--- config.mk ---
export PLATFORM = sky130hd
export DESIGN_NAME = div_operand_sequencer
export DESIGN_NICKNAME = d
export VERILOG_FILES = /design/src/rtl/div_seq_pkg.sv /design/src/rtl/btn_debouncer.sv /design/src/rtl/div_operand_sequencer.sv
export SDC_FILE = /design/constraint.sdc
export NUM_CORES = 1
export LEC_CHECK = 0
export CAP_MARGIN = 40
export CORE_MARGIN = 8
export CORE_UTILIZATION = 48
export DETAILED_ROUTE_END_ITERATION = 8
export PLACE_DENSITY = 0.87
export SYNTH_ARGS = -nofsm -noshare
export SYNTH_HDL_FRONTEND = slang
export SYNTH_SLANG_ARGS = --single-unit
export TNS_END_PERCENT = 10
--- constraint.sdc ---
create_clock -name clock -period 2.1 [get_ports clock]
set_clock_uncertainty 0.2 [all_clocks]
set_input_delay 0.42 -clock clock [delete_from_list [all_inputs] [get_ports clock]]
set_output_delay 0.42 -clock clock [all_outputs]
set_load 0.05 [all_outputs]
--- src/rtl/div_seq_pkg.sv ---
// div_seq_pkg: shared state encoding, default width and zero-divide sentinel
// for the divider operand sequencer.
package div_seq_pkg;
    localparam int DEF_W = 4;
    localparam logic [63:0] ZDIV_Q = '1;
    typedef enum logic [1:0] {
        WAIT_A  = 2'd0,
        WAIT_B  = 2'd1,
        COMPUTE = 2'd2,
        DONE    = 2'd3
    } state_t;
endpackage

--- src/rtl/btn_debouncer.sv ---
// btn_debouncer: 2-flop synchronizer, consecutive-cycle debounce and a
// registered one-cycle pulse on each debounced rising edge.
module btn_debouncer #(
    parameter int DEBOUNCE_CYCLES = 16
) (
    input  logic clock,
    input  logic reset_n,
    input  logic btn_raw,
    output logic press
);
    localparam int CW = $clog2(DEBOUNCE_CYCLES + 1);
    localparam logic [CW-1:0] LAST = CW'(DEBOUNCE_CYCLES - 1);
    logic s1, s2, level, flip;
    logic [CW-1:0] cnt;
    assign flip = (s2 != level) && (cnt == LAST);
    always_ff @(posedge clock or negedge reset_n) begin
        if (!reset_n) begin
            s1    <= 1'b0;
            s2    <= 1'b0;
            level <= 1'b0;
            cnt   <= '0;
            press <= 1'b0;
        end else begin
            s1    <= btn_raw;
            s2    <= s1;
            cnt   <= (s2 == level || flip) ? '0 : cnt + 1'b1;
            level <= flip ? s2 : level;
            press <= flip & s2;
        end
    end
endmodule

--- src/rtl/div_operand_sequencer.sv ---
// div_operand_sequencer: captures dividend/divisor on button presses, waits for
// the divider to settle and holds the result. DIV_SEQ_ZERO_CHECK_EN bypasses a zero divisor.
module div_operand_sequencer
    import div_seq_pkg::*;
#(
    parameter int W               = DEF_W,
    parameter int DEBOUNCE_CYCLES = 16,
    parameter int SETTLE_CYCLES   = 2
) (
    input  logic         clock,
    input  logic         reset_n,
    input  logic [W-1:0] sw,
    input  logic         btn_load,
    input  logic [W-1:0] quotient_in,
    input  logic [W-1:0] remainder_in,
    output logic [W-1:0] dividend_out,
    output logic [W-1:0] divisor_out,
    output logic [W-1:0] quotient_q,
    output logic [W-1:0] remainder_q,
    output logic         result_valid,
    output logic         div_by_zero,
    output logic [1:0]   phase
);
    localparam int CW = $clog2(SETTLE_CYCLES + 1);
    localparam logic [CW-1:0] LAST = CW'(SETTLE_CYCLES - 1);
    state_t state, state_n;
    logic [CW-1:0] cnt, cnt_n;
    logic [W-1:0] a_n, b_n, q_n, r_n;
    logic dbz_n, press;
    btn_debouncer #(.DEBOUNCE_CYCLES(DEBOUNCE_CYCLES)) u_deb (
        .clock(clock),
        .reset_n(reset_n),
        .btn_raw(btn_load),
        .press(press)
    );
    assign phase = state;
    always_comb begin
        state_n = state;
        cnt_n   = cnt;
        a_n     = dividend_out;
        b_n     = divisor_out;
        q_n     = quotient_q;
        r_n     = remainder_q;
        dbz_n   = div_by_zero;
        case (state)
            WAIT_A: if (press) begin
                a_n     = sw;
                state_n = WAIT_B;
            end
            WAIT_B: if (press) begin
`ifdef DIV_SEQ_ZERO_CHECK_EN
                if (sw == '0) begin
                    b_n     = '0;
                    q_n     = W'(ZDIV_Q);
                    r_n     = dividend_out;
                    dbz_n   = 1'b1;
                    state_n = DONE;
                end else
`endif
                begin
                    b_n     = sw;
                    cnt_n   = '0;
                    state_n = COMPUTE;
                end
            end
            COMPUTE: begin
                cnt_n = cnt + 1'b1;
                if (cnt == LAST) begin
                    q_n     = quotient_in;
                    r_n     = remainder_in;
                    state_n = DONE;
                end
            end
            default: if (press) begin
                a_n     = '0;
                b_n     = '0;
                q_n     = '0;
                r_n     = '0;
                dbz_n   = 1'b0;
                state_n = WAIT_A;
            end
        endcase
    end
    // without the zero check dbz_n only ever feeds back its reset value of 0
    always_ff @(posedge clock or negedge reset_n) begin
        if (!reset_n) begin
            state        <= WAIT_A;
            cnt          <= '0;
            dividend_out <= '0;
            divisor_out  <= '0;
            quotient_q   <= '0;
            remainder_q  <= '0;
            div_by_zero  <= 1'b0;
            result_valid <= 1'b0;
        end else begin
            state        <= state_n;
            cnt          <= cnt_n;
            dividend_out <= a_n;
            divisor_out  <= b_n;
            quotient_q   <= q_n;
            remainder_q  <= r_n;
            div_by_zero  <= dbz_n;
            result_valid <= (state_n == DONE);
        end
    end
endmodule
# ---- Yosys cells after proc, flatten, opt, wreduce, memory -nomap -nowiden
# Index checks and enable logic that the tools add are counted.
# Widths: inputs -> output; s select.
dict set report word_totals {
  reg_bits 30
  inputBits 15
  output_inout_bits 20
  word_cells 55
}
dict set report op_classes {
  addsub 2
  eq_ne 9
  mux 16
  n_bitwise 4
  reduce_logical 12
}
# op n
set op_table {}
lappend op_table {{$pmux 4 s2} 4}
lappend op_table {{$mux 4} 4}
lappend op_table {{$mux 2} 5}
lappend op_table {{$pmux 2 s3} 1}
lappend op_table {{$reduce_and 2->1} 3}
lappend op_table {{$reduce_or 2->1} 3}
lappend op_table {{$add 5x1->5 const B} 1}
lappend op_table {{$eq 5x4->1 const B} 1}
lappend op_table {{$mux 5} 1}
lappend op_table {{$eq 2x1->1 const B} 2}
lappend op_table {{$eq 2x2->1 const B} 2}
lappend op_table {{$pmux 2 s2} 1}
lappend op_table {{$reduce_bool 2->1} 2}
lappend op_table {{$not 1->1} 3}
lappend op_table {{$reduce_and 3->1} 1}
lappend op_table {{$add 2x1->2 const B} 1}
lappend op_table {{$logic_not 2->1} 1}
lappend op_table {{$ne 2x1->1 const B} 1}
lappend op_table {{$ne 2x2->1 const B} 1}
lappend op_table {{$and 1x1->1} 1}
lappend op_table {{$eq 1x1->1} 1}
lappend op_table {{$logic_and 1x1->1} 1}
lappend op_table {{$logic_or 1x1->1} 1}
lappend op_table {{$ne 1x1->1} 1}

# ---- Depth between registers and ports, before layout
dict set report depth {
  word_depth 4
  depth_mapped 7
  mapped_depth_nobuf 5
}

# ---- Cells and area by module
# A second synthesis with hierarchy kept.
dict set report unflattened {
  cells_unflattened 124
  hier_area_um2 1373.8
}
# mod instances cells_each area_each_um2 seq_area_each_um2
set by_module_without_submodules {}
lappend by_module_without_submodules {div_operand_sequencer 1 97 1023.5 525.5}
lappend by_module_without_submodules {btn_debouncer 1 27 350.3 225.2}

# ---- Least setup slack after synthesis
# No wires, ideal clock.
dict set report synth_path {
  path_type {register -> register}
  startpoint {register state[0], in the netlist phase[0]}
  endpoint {register divisor_out[0]}
  arrival_ns 1.843
  required_ns 1.780
  slack_ns -0.063
  stages_incl_launch_ff 8
  path_buffers 2
  path_cell_list {dfrtp_1 -> inv_1 -> ha_1 -> buf_6 -> or3b_1 -> buf_6 -> nand2_1 -> o21ai_2}
}
dict set report synth_between {
  elab_chain_cells 4
}
# element line
set synth_rtl {}
lappend synth_rtl {{start, declared} div_operand_sequencer.sv:26} ;# state_t state, state_n;
lappend synth_rtl {{start signal, assigned} div_operand_sequencer.sv:96} ;# state <= state_n;
lappend synth_rtl {{$eq 2x2->1 / $logic_not 2->1 (equally long branches)} div_operand_sequencer.sv:45} ;# case (state)
lappend synth_rtl {{$reduce_or 2->1 (no line)} -}
lappend synth_rtl {{$not 1->1 (no line)} -}
lappend synth_rtl {{$reduce_and 2->1 (no line)} -}
lappend synth_rtl {{end signal, assigned} div_operand_sequencer.sv:99} ;# divisor_out <= b_n;
lappend synth_rtl {{end, declared} div_operand_sequencer.sv:17} ;# output logic [W-1:0] divisor_out,
# Several ways; a longest one is shown, not always the timed one.
# A chain may end at the register's enable or synchronous reset.

# ---- Worst setup path in the final report
dict set report layout_path {
  startpoint {register state[0], in the netlist phase[0]}
  endpoint {register remainder_q[3]}
}
dict set report layout_between {
  elab_chain_cells 4
}
# element line
set layout_rtl {}
lappend layout_rtl {{$eq 2x1->1 / $logic_not 2->1 (equally long branches)} div_operand_sequencer.sv:45}
lappend layout_rtl {{$reduce_or 2->1 (no line)} -}
lappend layout_rtl {{$not 1->1 (no line)} -}
lappend layout_rtl {{$reduce_and 3->1 (no line)} -}
lappend layout_rtl {{end signal, assigned} div_operand_sequencer.sv:101} ;# remainder_q <= r_n;
lappend layout_rtl {{end, declared} div_operand_sequencer.sv:19} ;# output logic [W-1:0] remainder_q,
# Several ways; a longest one is shown, not always the timed one.

==> out/metrics.cfg <==
[worst_setup_path]
crit_start = phase[0]
r2r-end = remainder_q[3]
worstSetupEndpointType = flop
startpoint_type = flop
crit_fanout = 10
rrSetupSlack_ns = 0.20
regToRegStartpoint = phase[0]
cp_data_arrival_time_ns = 1.95
path_class = reg2reg
rr_worst_depth = 5
crit_required_ns = 2.15

[floorplan]
die-area_um2 = 4890
chipHeight_um = 70.0
rows = 19
top_level_ports = 35
start_util_pct = 50.7
die_w_um = 70.0
core_region_area_um2 = 2760

[final_layout]
syn2layout_area_growth_pct = 26.5
drive_above_1_share_pct = 20.7
fin_cells = 205
insertedDiodeCount = 0
finalCoreUtilization_pct = 64.1
nets = 197

[timing]
setup_viol = 0
worstMarginPinSlew_ns = 0.537
setup_tns_ns = 0
fmaxAchievable_ghz = 0.526
period_needed_ns = 1.90
period_share_pct = 90.4
final_hold_viol_count = 0
final-max-slew-violation-count = 0
slew_headroom_pct = 64.1
grt_setup_unrepaired = no

[logic_synthesis]
ys.flop_type = dfrtp_1
synth_edf_count = 0
synth_cells = 137
yosysMostFrequentCell = dfrtp_1
yosys.area.top_type = dfrtp_1
synth_area_leaders = dfrtp_1 54%, ha_1 8.1%, o21ai_0 5.7%, nand2_1 5.1%, inv_1 4.0%
synthDistinctLibCells = 27
avgSynthCellArea_um2 = 10.2
yosysSeqAreaShare_pct = 53.7
async_reset_ff_share_pct = 100
yosysWarnings = 0
synthTopCellsByCount = 30 x dfrtp_1, 19 x nand2_1, 16 x o21ai_0
ys_seq_elements = 30
synth_nets = 161
netlist.area_leader.share_pct = 53.7
synth_area_um2 = 1400

[clock_tree]
cts_tree = done
cts_buffer_depth = 2
clkTransAtPathRegs_ns = 0.10
clock_tree.root_cell = clkbuf_4
cts_sinks = 30
numCtsBuffers = 5
clk_latency_ns = 0.33
cts_max_level = 2

[hold_path]
min_from = u_deb.s1
hold_depth = 0
min_path_type = reg2reg
whs_endpoint = u_deb.s2

[detailed_routing]
firstDrtPassIters = 5
drc_errors = 0
routed_wl_um = 2870
vias = 1046
drtIter0Drc = 41
ant_nets = 0
viasPerCell = 5.10
detail_route.wl_per_cell_um = 14.0

[global_route]
grt_usage_pct = 12.0
grt_pass1_wl_um = 4760
grt.overflow.total = 0
antenna_found_initial = 0
first_global_vias = 1034
grt_max_degree = 31

[place]
portBuffers = 33
place_inst = 197
hpwl_um = 2160
routabilityCongestion = 0.851

[power_and_ir_drop]
ir_drop_v = 0.000546
p_leak_nw = 0.858
power.density_nw_per_um2 = 620

[job]
max-cap-violations = 0

[run_status]
status = finished, final reports clean

==> worst max-delay path by stage <==
stage                                end  depth (start not counted)  slack, ns
after floorplan           divisor_out[0]                          7       0.13
after global placement    divisor_out[3]                          5       0.28
after detailed placement  divisor_out[1]                          5       0.20
after CTS                   result_valid                          1       0.01
after global routing      remainder_q[3]                          5       0.07
final                     remainder_q[3]                          5       0.20
==> placed cells by master (no fill, tap or decap) <==
| cell type | count |
|---|---|
| nand3_1 | 1 |
| nand2b_1 | 1 |
| nor2_1 | 10 |
| dlymetal6s2s_1 | 1 |
| clkbuf_4 | 5 |
| or3_1 | 1 |
| dfrtp_2 | 2 |
| xor2_1 | 2 |
| clkdlybuf4s50_1 | 14 |
| nor3_2 | 1 |
| o21ai_0 | 16 |
| dfrtp_1 | 28 |
| xnor2_1 | 1 |
| bufinv_16 | 1 |
| or3b_1 | 1 |
| clkinv_2 | 2 |
| a22oi_1 | 1 |
| mux2i_1 | 2 |
| a21oi_1 | 1 |
| nand2_1 | 19 |
| conb_1 | 1 |
| o32ai_2 | 1 |
| o21ai_2 | 4 |
| ha_1 | 9 |
| nand4_1 | 8 |
| nor3_1 | 3 |
| buf_4 | 20 |
| o31a_1 | 1 |
| and3_1 | 1 |
| or2b_1 | 1 |
| inv_1 | 15 |
==> routing by layer <==
layer	track usage [%]	share of wire (%)	wire length (um)	vias up
li1	-	-	-	526
met1	13.4	44	1270	489
met2	19.0	49	1390	25
met3	6.07	5.5	157	6
met4	4.69	1.5	44	0
met5	0	0	0	-
==> cells by family (layout without fill, tap and decap cells) <==
| logic type | Yosys count | in the layout | share of synthesized area [%] |
|---|---|---|---|
| DFF | 30 | 30 | 53.7 |
| adders and majority gates | 9 | 9 | 8.06 |
| other | 1 | 1 | 0.268 |
| buffers and inverters | 21 | 58 | 7.70 |
| xor gates and xnor gates | 3 | 3 | 1.88 |
| muxes | 2 | 2 | 1.43 |
| and+or+nand+nor | 47 | 47 | 16.0 |
| AOI/OAI and AO/OA | 24 | 24 | 10.9 |
==> through the flow <==
stage                     total power, W  hold slack [ns]  instance area, um2  worst slack, ns
after floorplan                 0.000615          -0.0756                1400            0.128
after global placement          0.000656            0.132                1690            0.277
after detailed placement        0.000658            0.135                1690            0.203
after CTS                        0.00110            0.154                1770           0.0111
after global routing             0.00114            0.176                1770           0.0679
final                            0.00110            0.154                1770            0.201
==> flip-flops by register name, indices dropped and copies added (netlist names), 2 cells and up <==
name and count:
cnt 2, dividend_out 4, divisor_out 4, phase 2, quotient_q 4, remainder_q 4, u_deb.cnt 5
==> critical path: stages, from the launching register on <==
cell,delay [ns]
dfrtp_2,0.42
inv_1,0.11
ha_1,0.32
nor2_1,0.47
nand4_1,0.18
o21ai_0,0.12
==> what timing repair did <==
item                                    in CTS  in global routing
setup buffers                                0                  0
hold buffers                                 0                  0
resized for setup                            0                  1
endpoints found under the setup margin       0                  1
==> power breakdown <==
group | total [W] | internal, W | switching, W | leakage [nW]
Sequential | 0.000588 | 0.000584 | 0.00000413 | 0.325
Combinational | 0.0000570 | 0.0000298 | 0.0000272 | 0.488
Clock | 0.000451 | 0.000246 | 0.000204 | 0.0450
Total | 0.00110 | 0.000860 | 0.000236 | 0.858
==> area by class of cell <==
class                      count  area, um2
fill                         232        990
sequential                    30        753
multi-input combinational     86        539
timing repair buffer          35        303
inverter                      15       56.3
clock inverter                 3       40.0
tap                           31       38.8
clock buffer                   5       37.5
(Power assumes the default switching activity.)
